==> config.mk <==
export PLATFORM = sky130hd
export DESIGN_NAME = gpio_reg_arb
export DESIGN_NICKNAME = d
export VERILOG_FILES = /design/src/rtl/gpio_reg_arb.sv
export SDC_FILE = /design/constraint.sdc
export NUM_CORES = 1
export LEC_CHECK = 0
export ABC_CLOCK_PERIOD_IN_PS = 4400
export CORE_ASPECT_RATIO = 1.75
export CORE_MARGIN = 10
export CORE_UTILIZATION = 45
export CTS_BUF_LIST = sky130_fd_sc_hd__clkbuf_4 sky130_fd_sc_hd__clkbuf_8
export DETAILED_ROUTE_END_ITERATION = 8
export PLACE_DENSITY = 0.88
export SYNTH_ARGS = -nofsm -noshare
export SYNTH_HDL_FRONTEND = slang
export SYNTH_SLANG_ARGS = --single-unit
==> constraint.sdc <==
create_clock -name mclk -period 4.4 [get_ports mclk]
set_clock_uncertainty 0.15 [all_clocks]
set_input_delay 0.66 -clock mclk [delete_from_list [all_inputs] [get_ports mclk]]
set_output_delay 0.66 -clock mclk [all_outputs]
set_load 0.02 [all_outputs]
==> src/rtl/gpio_reg_arb.sv <==
// gpio_reg_arb: two-master round-robin arbiter in front of the GPIO register-bus
// slave port. Master 0 is the RISC core bridge and master 1 is the autonomous
// sequencer. The arbiter latches the winning command, drives it to the slave,
// and routes the slave's rdata/ack back to the granted master only.
//
// Optional build macro: GPIO_ARB_TIMEOUT_EN adds a watchdog that aborts a
// transfer after TO_CYC cycles in BUSY without a slave ack. On an abort the
// owner gets rdata 32'hDEAD_BEEF with an ack pulse, and arb_to_err pulses.
//
// Ports:
//   mclk, h_reset_n          clock, asynchronous active-low reset
//   m{0,1}_reg_cs/wr/addr/wdata/be   master command inputs (cs held until ack)
//   m{0,1}_reg_rdata/ack     per-master read data and one-cycle ack pulse
//   s_reg_cs/wr/addr/wdata/be        registered command to the slave
//   s_reg_rdata/ack          slave response (rdata valid with ack)
//   arb_gnt                  one-hot current owner, 00 when idle
//   arb_to_err               one-cycle pulse on watchdog abort
//
// state | meaning
// IDLE  | no transfer; arbitrate pending requests
// BUSY  | command on the slave port, waiting for s_reg_ack
// DONE  | one cycle with s_reg_cs low so the slave ack can drop

module gpio_reg_arb #(
  parameter int AW     = 4,
  parameter int DW     = 32,
  parameter int TO_CYC = 255
) (
  input  logic            mclk,
  input  logic            h_reset_n,
  input  logic            m0_reg_cs,
  input  logic            m0_reg_wr,
  input  logic [AW-1:0]   m0_reg_addr,
  input  logic [DW-1:0]   m0_reg_wdata,
  input  logic [DW/8-1:0] m0_reg_be,
  output logic [DW-1:0]   m0_reg_rdata,
  output logic            m0_reg_ack,
  input  logic            m1_reg_cs,
  input  logic            m1_reg_wr,
  input  logic [AW-1:0]   m1_reg_addr,
  input  logic [DW-1:0]   m1_reg_wdata,
  input  logic [DW/8-1:0] m1_reg_be,
  output logic [DW-1:0]   m1_reg_rdata,
  output logic            m1_reg_ack,
  output logic            s_reg_cs,
  output logic            s_reg_wr,
  output logic [AW-1:0]   s_reg_addr,
  output logic [DW-1:0]   s_reg_wdata,
  output logic [DW/8-1:0] s_reg_be,
  input  logic [DW-1:0]   s_reg_rdata,
  input  logic            s_reg_ack,
  output logic [1:0]      arb_gnt,
  output logic            arb_to_err
);

  localparam int BW = DW / 8;

  if (TO_CYC < 1 || TO_CYC > 65535) begin : g_bad_to_cyc
    $error("gpio_reg_arb: TO_CYC must be in 1..65535");
  end

  typedef enum logic [1:0] {IDLE, BUSY, DONE} state_e;

  state_e          state_q, state_d;
  logic            last_gnt_q, last_gnt_d;   // 0 = master 0, 1 = master 1
  logic [1:0]      gnt_q, gnt_d;
  logic            s_cs_q, s_cs_d;
  logic            s_wr_q, s_wr_d;
  logic [AW-1:0]   s_addr_q, s_addr_d;
  logic [DW-1:0]   s_wdata_q, s_wdata_d;
  logic [BW-1:0]   s_be_q, s_be_d;
  logic [DW-1:0]   m0_rdata_q, m0_rdata_d;
  logic [DW-1:0]   m1_rdata_q, m1_rdata_d;
  logic            m0_ack_q, m0_ack_d;
  logic            m1_ack_q, m1_ack_d;

  logic            req0, req1, win1;

  // A master whose ack is currently high has just been served; its cs may
  // still be high for this cycle and must not start a second transfer.
  assign req0 = m0_reg_cs & ~m0_ack_q;
  assign req1 = m1_reg_cs & ~m1_ack_q;
  assign win1 = req1 & (~req0 | ~last_gnt_q);

`ifdef GPIO_ARB_TIMEOUT_EN
  localparam logic [15:0] TO_LAST = 16'(TO_CYC - 1);
  logic [15:0] wdog_q, wdog_d;
  logic        to_err_q, to_err_d;
`endif

  always_comb begin
    state_d    = state_q;
    last_gnt_d = last_gnt_q;
    gnt_d      = gnt_q;
    s_cs_d     = s_cs_q;
    s_wr_d     = s_wr_q;
    s_addr_d   = s_addr_q;
    s_wdata_d  = s_wdata_q;
    s_be_d     = s_be_q;
    m0_rdata_d = m0_rdata_q;
    m1_rdata_d = m1_rdata_q;
    m0_ack_d   = 1'b0;
    m1_ack_d   = 1'b0;
`ifdef GPIO_ARB_TIMEOUT_EN
    wdog_d     = wdog_q;
    to_err_d   = 1'b0;
`endif
    unique case (state_q)
      IDLE: begin
        if (req0 || req1) begin
          state_d    = BUSY;
          s_cs_d     = 1'b1;
          last_gnt_d = win1;
          gnt_d      = win1 ? 2'b10 : 2'b01;
          s_wr_d     = win1 ? m1_reg_wr    : m0_reg_wr;
          s_addr_d   = win1 ? m1_reg_addr  : m0_reg_addr;
          s_wdata_d  = win1 ? m1_reg_wdata : m0_reg_wdata;
          s_be_d     = win1 ? m1_reg_be    : m0_reg_be;
`ifdef GPIO_ARB_TIMEOUT_EN
          wdog_d     = '0;
`endif
        end
      end
      BUSY: begin
        if (s_reg_ack) begin
          state_d = DONE;
          s_cs_d  = 1'b0;
          gnt_d   = 2'b00;
          if (gnt_q[1]) begin
            m1_rdata_d = s_reg_rdata;
            m1_ack_d   = 1'b1;
          end else begin
            m0_rdata_d = s_reg_rdata;
            m0_ack_d   = 1'b1;
          end
`ifdef GPIO_ARB_TIMEOUT_EN
        end else if (wdog_q == TO_LAST) begin
          // Limit reached this cycle; an ack in the same cycle took the branch above.
          state_d  = DONE;
          s_cs_d   = 1'b0;
          gnt_d    = 2'b00;
          to_err_d = 1'b1;
          if (gnt_q[1]) begin
            m1_rdata_d = DW'(32'hDEAD_BEEF);
            m1_ack_d   = 1'b1;
          end else begin
            m0_rdata_d = DW'(32'hDEAD_BEEF);
            m0_ack_d   = 1'b1;
          end
        end else begin
          wdog_d = wdog_q + 16'd1;
`endif
        end
      end
      DONE: state_d = IDLE;
      default: state_d = IDLE;
    endcase
  end

  always_ff @(posedge mclk or negedge h_reset_n) begin
    if (!h_reset_n) begin
      state_q    <= IDLE;
      last_gnt_q <= 1'b1;
      gnt_q      <= 2'b00;
      s_cs_q     <= 1'b0;
      s_wr_q     <= 1'b0;
      s_addr_q   <= '0;
      s_wdata_q  <= '0;
      s_be_q     <= '0;
      m0_rdata_q <= '0;
      m1_rdata_q <= '0;
      m0_ack_q   <= 1'b0;
      m1_ack_q   <= 1'b0;
    end else begin
      state_q    <= state_d;
      last_gnt_q <= last_gnt_d;
      gnt_q      <= gnt_d;
      s_cs_q     <= s_cs_d;
      s_wr_q     <= s_wr_d;
      s_addr_q   <= s_addr_d;
      s_wdata_q  <= s_wdata_d;
      s_be_q     <= s_be_d;
      m0_rdata_q <= m0_rdata_d;
      m1_rdata_q <= m1_rdata_d;
      m0_ack_q   <= m0_ack_d;
      m1_ack_q   <= m1_ack_d;
    end
  end

`ifdef GPIO_ARB_TIMEOUT_EN
  always_ff @(posedge mclk or negedge h_reset_n) begin
    if (!h_reset_n) begin
      wdog_q   <= '0;
      to_err_q <= 1'b0;
    end else begin
      wdog_q   <= wdog_d;
      to_err_q <= to_err_d;
    end
  end
  assign arb_to_err = to_err_q;
`else
  assign arb_to_err = 1'b0;
`endif

  assign s_reg_cs     = s_cs_q;
  assign s_reg_wr     = s_wr_q;
  assign s_reg_addr   = s_addr_q;
  assign s_reg_wdata  = s_wdata_q;
  assign s_reg_be     = s_be_q;
  assign m0_reg_rdata = m0_rdata_q;
  assign m1_reg_rdata = m1_rdata_q;
  assign m0_reg_ack   = m0_ack_q;
  assign m1_reg_ack   = m1_ack_q;
  assign arb_gnt      = gnt_q;

endmodule

==> results list <==
- The flow ran to the end, and the final reports show no timing, DRC or antenna violations.
- Proportion of netlist area held by the largest area contributor: roughly three fifths
- Relative slew margins: approximately 21%
* Setup crit start kind: input pin
- Among all cell types in the netlist, the one instantiated most often is dfrtp_1.
- Of the cells placed in the final design, the portion with a size suffix greater than 1 is between 10% and 20%.
- Cell Count Post-Placement: 727
- Cells fill just over 70% of the core in the end.
- The setup path with the least slack is of type in2reg.
- From synthesis to final layout, the design area changed by 58.6%.
- Leading register cell type out of synthesis: dfrtp_1
- In this run the clock root is driven by a clkbuf_8.
* Synthesis Warnings: 0
- Max-cap violations in this run came to 0.
* Most instantiated cells after synthesis: 112 x dfrtp_1, 82 x a21oi_1, 48 x nand2_1, 42 x nor2_1, 29 x mux2_4
* Mean instance size in the synthesized netlist: between 10 and 15 sq um
- Worst-Skew Late Latency: ~0.41 ns
* ANT nets after route: 0
- Once the clock tree was built, the resizer swapped 0 gates to a different size.
* Count of final setup violators: 0
- In this run the vertical extent of the chip is 155 um.
* Die footprint: 15000 sq um
- The H-tree generated during clock tree synthesis spans 4 levels.
- The clock period could shrink to between 2 and 3 ns.
* Share of flip-flops with an asynchronous set or reset after synthesis: 100%
- Global-route wire length before repair: about 23000 um
- Setup slack on the worst reg-to-reg path comes out at 2.10 ns.
- The initial antenna violation count came to 0.
* Number of port buffers: roughly 230
- Of the available clock period, the critical path in the final layout requires 57.9%.
- Buffer levels on the longest clock path: 2
- For the worst setup path, the data required time is 4.55 ns.
- Number of post-CTS setup repair buffers: 0
* Post-Synthesis Net Count: approximately 510
- Num rows: around 50
- Total wire length after detailed routing: between 10000 and 15000 um
- Top cells by area, synth: dfrtp_1 60%, mux2_4 9.3%, a21oi_1 8.8%, mux2_1 4.8%, nand2_1 3.8%
- For this design the static power due to leakage is 3.27 nW.
- For this run, the post-layout net count is between 700 and 800.
- STA classifies the critical path endpoint as a flip-flop.
- After clock tree synthesis, the clock-pin slew on the worst setup and hold paths is around 0.070 ns.
- TNS Setup: 0 ns
* Classification of the worst-slack hold path: in2async
* Largest net degree at the start of global routing: between 40 and 50
- Effective utilization at floorplan: between 40% and 50%
- The clock net in this run drives a total of roughly 110 sinks.
* Worst hold slack after final layout: 0.0367 ns
* Worst Tran Pin Value: 1.19 ns
- Vias per cell: just over 5
- Floorplan Core Area: roughly 10000 sq um
- In the final routed layout, each cell accounts on average for just under 20 um.
- Routed via count: ~3900
- dfrtp_1 takes more of the synthesized area than any other cell.
- Setup slack closes at 1.85 ns.
- Data on the critical path arrives at its endpoint at between 2 and 3 ns.
- The filler cells instantiated in the layout total 676.
- Timing analysis after detailed placement gives a worst setup slack of roughly 1.4 ns.
* TritonCTS clock tree: yes
- Pins Over Slew Limit: 0
- Placed wire-length estimate after detailed placement: about 11000 um
* Antenna diode instance count: 0
- Number of synthesized register bits: between 100 and 150
- The first routing iteration left 146 violations.
- Routability-driven placement finished with a final weighted congestion of ~0.86.
- The cell count after synthesis came out at ~390.
* Unrepaired setup endpoints after global routing: false
* I/O pin cnt: 230
- Count of hold buffers inserted by post-cts repair: 0
* Unique masters post-synth: 27
* Part of the Yosys area used for sequential elements: around three fifths
* Die extent in x: about 97 um
- Global routing finished with a remaining overflow of 0.
- Overall routing resource usage: 19.4%
- Power density normalized to cell area: approximately 780 nW/um^2
* Post-synthesis instance area: between 4000 and 5000 sq um
- First-pass iteration count of the detailed router: 4
- Derived from the worst setup path, the maximum achievable clock frequency is approximately 0.39 GHz.
- Number of clock buffers inserted by TritonCTS: 17
- The number of global-route vias before repair is ~4300.
- Tracing the worst setup path back leads to its startpoint at s_reg_ack.
- Max rail drop VDD: 0.470 mV
- The synthesized design contains 0 enable-type register cells.
- After detailed routing, the number of remaining DRC violations is 0.
- The number of hold violations in the final report is 0.
- Of all nets on the critical path, the largest fanout is 33.
- Final Instance Count excl. Fillers: 759
- RR Startpoint: state_q[1]
power breakdown:
part	switching (mW)	internal (mW)
combinational	1.49	1.45
sequential	0.291	1.56
clock	0.401	0.614
cells by family (layout without fill, tap and decap cells):
kind of cell	count (synthesis)	in the layout	synth area share, %
DFF	113	113	60.4
and+or+nand+nor	100	100	8.74
AOI/OAI and AO/OA	86	86	9.25
muxes	64	64	17.7
other	1	1	0.0801
buffers and inverters	30	268	3.79
cell type report:
class	instances	area, sq um	area share, %
clock inverter	10	133	1.79
tap	127	159	2.14
sequential	113	2830	38.1
timing repair buffer	233	2320	31.2
multi-input combinational	251	1690	22.7
clock buffer	22	290	3.91
inverter	3	12.5	0.168
registers in the layout (all words and copies together), names as in the netlist, 2 cells and up:
register and cells:
m0_reg_rdata 32, s_reg_be 4, m1_reg_rdata 32, s_reg_wdata 32, arb_gnt 2, state_q 2, s_reg_addr 4
path summary, 6_finish.rpt:
kind,endpoint,depth (start not counted)
min in group mclk,last_gnt_q,2
worst min-delay path,s_reg_wdata[26],1
max in group asynchronous,s_reg_wdata[5],2
worst max register to register,m0_reg_rdata[1],4
worst min register to register,last_gnt_q,2
worst max-delay path,m0_reg_rdata[1],5
cells in the final DEF (no fill, tap or decap):
| cell type | netlist | routed |
|---|---|---|
| dfrtp_1 | 112 | 112 |
| clkdlybuf4s50_1 | 0 | 227 |
| nor2_4 | 1 | 1 |
| nor2_1 | 42 | 42 |
| clkinv_2 | 1 | 5 |
| and2_1 | 1 | 1 |
| mux2_1 | 20 | 20 |
| clkbuf_8 | 0 | 20 |
| dfstp_2 | 1 | 1 |
| clkbuf_4 | 0 | 2 |
| mux2_2 | 15 | 15 |
| o21ai_4 | 0 | 1 |
| mux2_4 | 29 | 29 |
| nand3b_1 | 1 | 1 |
| conb_1 | 1 | 1 |
| inv_1 | 2 | 2 |
| a21oi_1 | 82 | 82 |
| nand2b_1 | 1 | 1 |
| bufinv_16 | 0 | 3 |
| o21a_1 | 1 | 1 |
| nor2b_1 | 2 | 2 |
| buf_4 | 1 | 6 |
| clkinvlp_4 | 0 | 3 |
| o21ai_0 | 2 | 2 |
| nand2_1 | 48 | 48 |
| nand2_4 | 1 | 1 |
| nand3_1 | 2 | 2 |
| or2_1 | 1 | 1 |
per-layer routing:
| layer | wire length (um) | vias to the layer above | track usage, % |
|---|---|---|---|
| met3 | 1400 | 31 | 8.65 |
| met4 | 414 | 0 | 7.97 |
| met2 | 7820 | 183 | 33.8 |
| met1 | 5120 | 1897 | 19.7 |
| met5 | 0 | - | 0 |
| li1 | - | 1777 | - |
worst max-delay path: stages:
cell and delay (ns):
clkdlybuf4s50_1 0.48, inv_1 0.04, or2_1 0.31, nor2_4 0.76, mux2_2 0.42
through the flow:
stage / cell area [sq um] / power [mW]
after global placement: 7000 / 4.73
after floorplan: 4680 / 3.38
after CTS: 7430 / 5.89
after global routing: 7430 / 6.15
final: 7430 / 5.81
after detailed placement: 7000 / 4.84
Note: power is estimated with default switching activity, not from simulation.
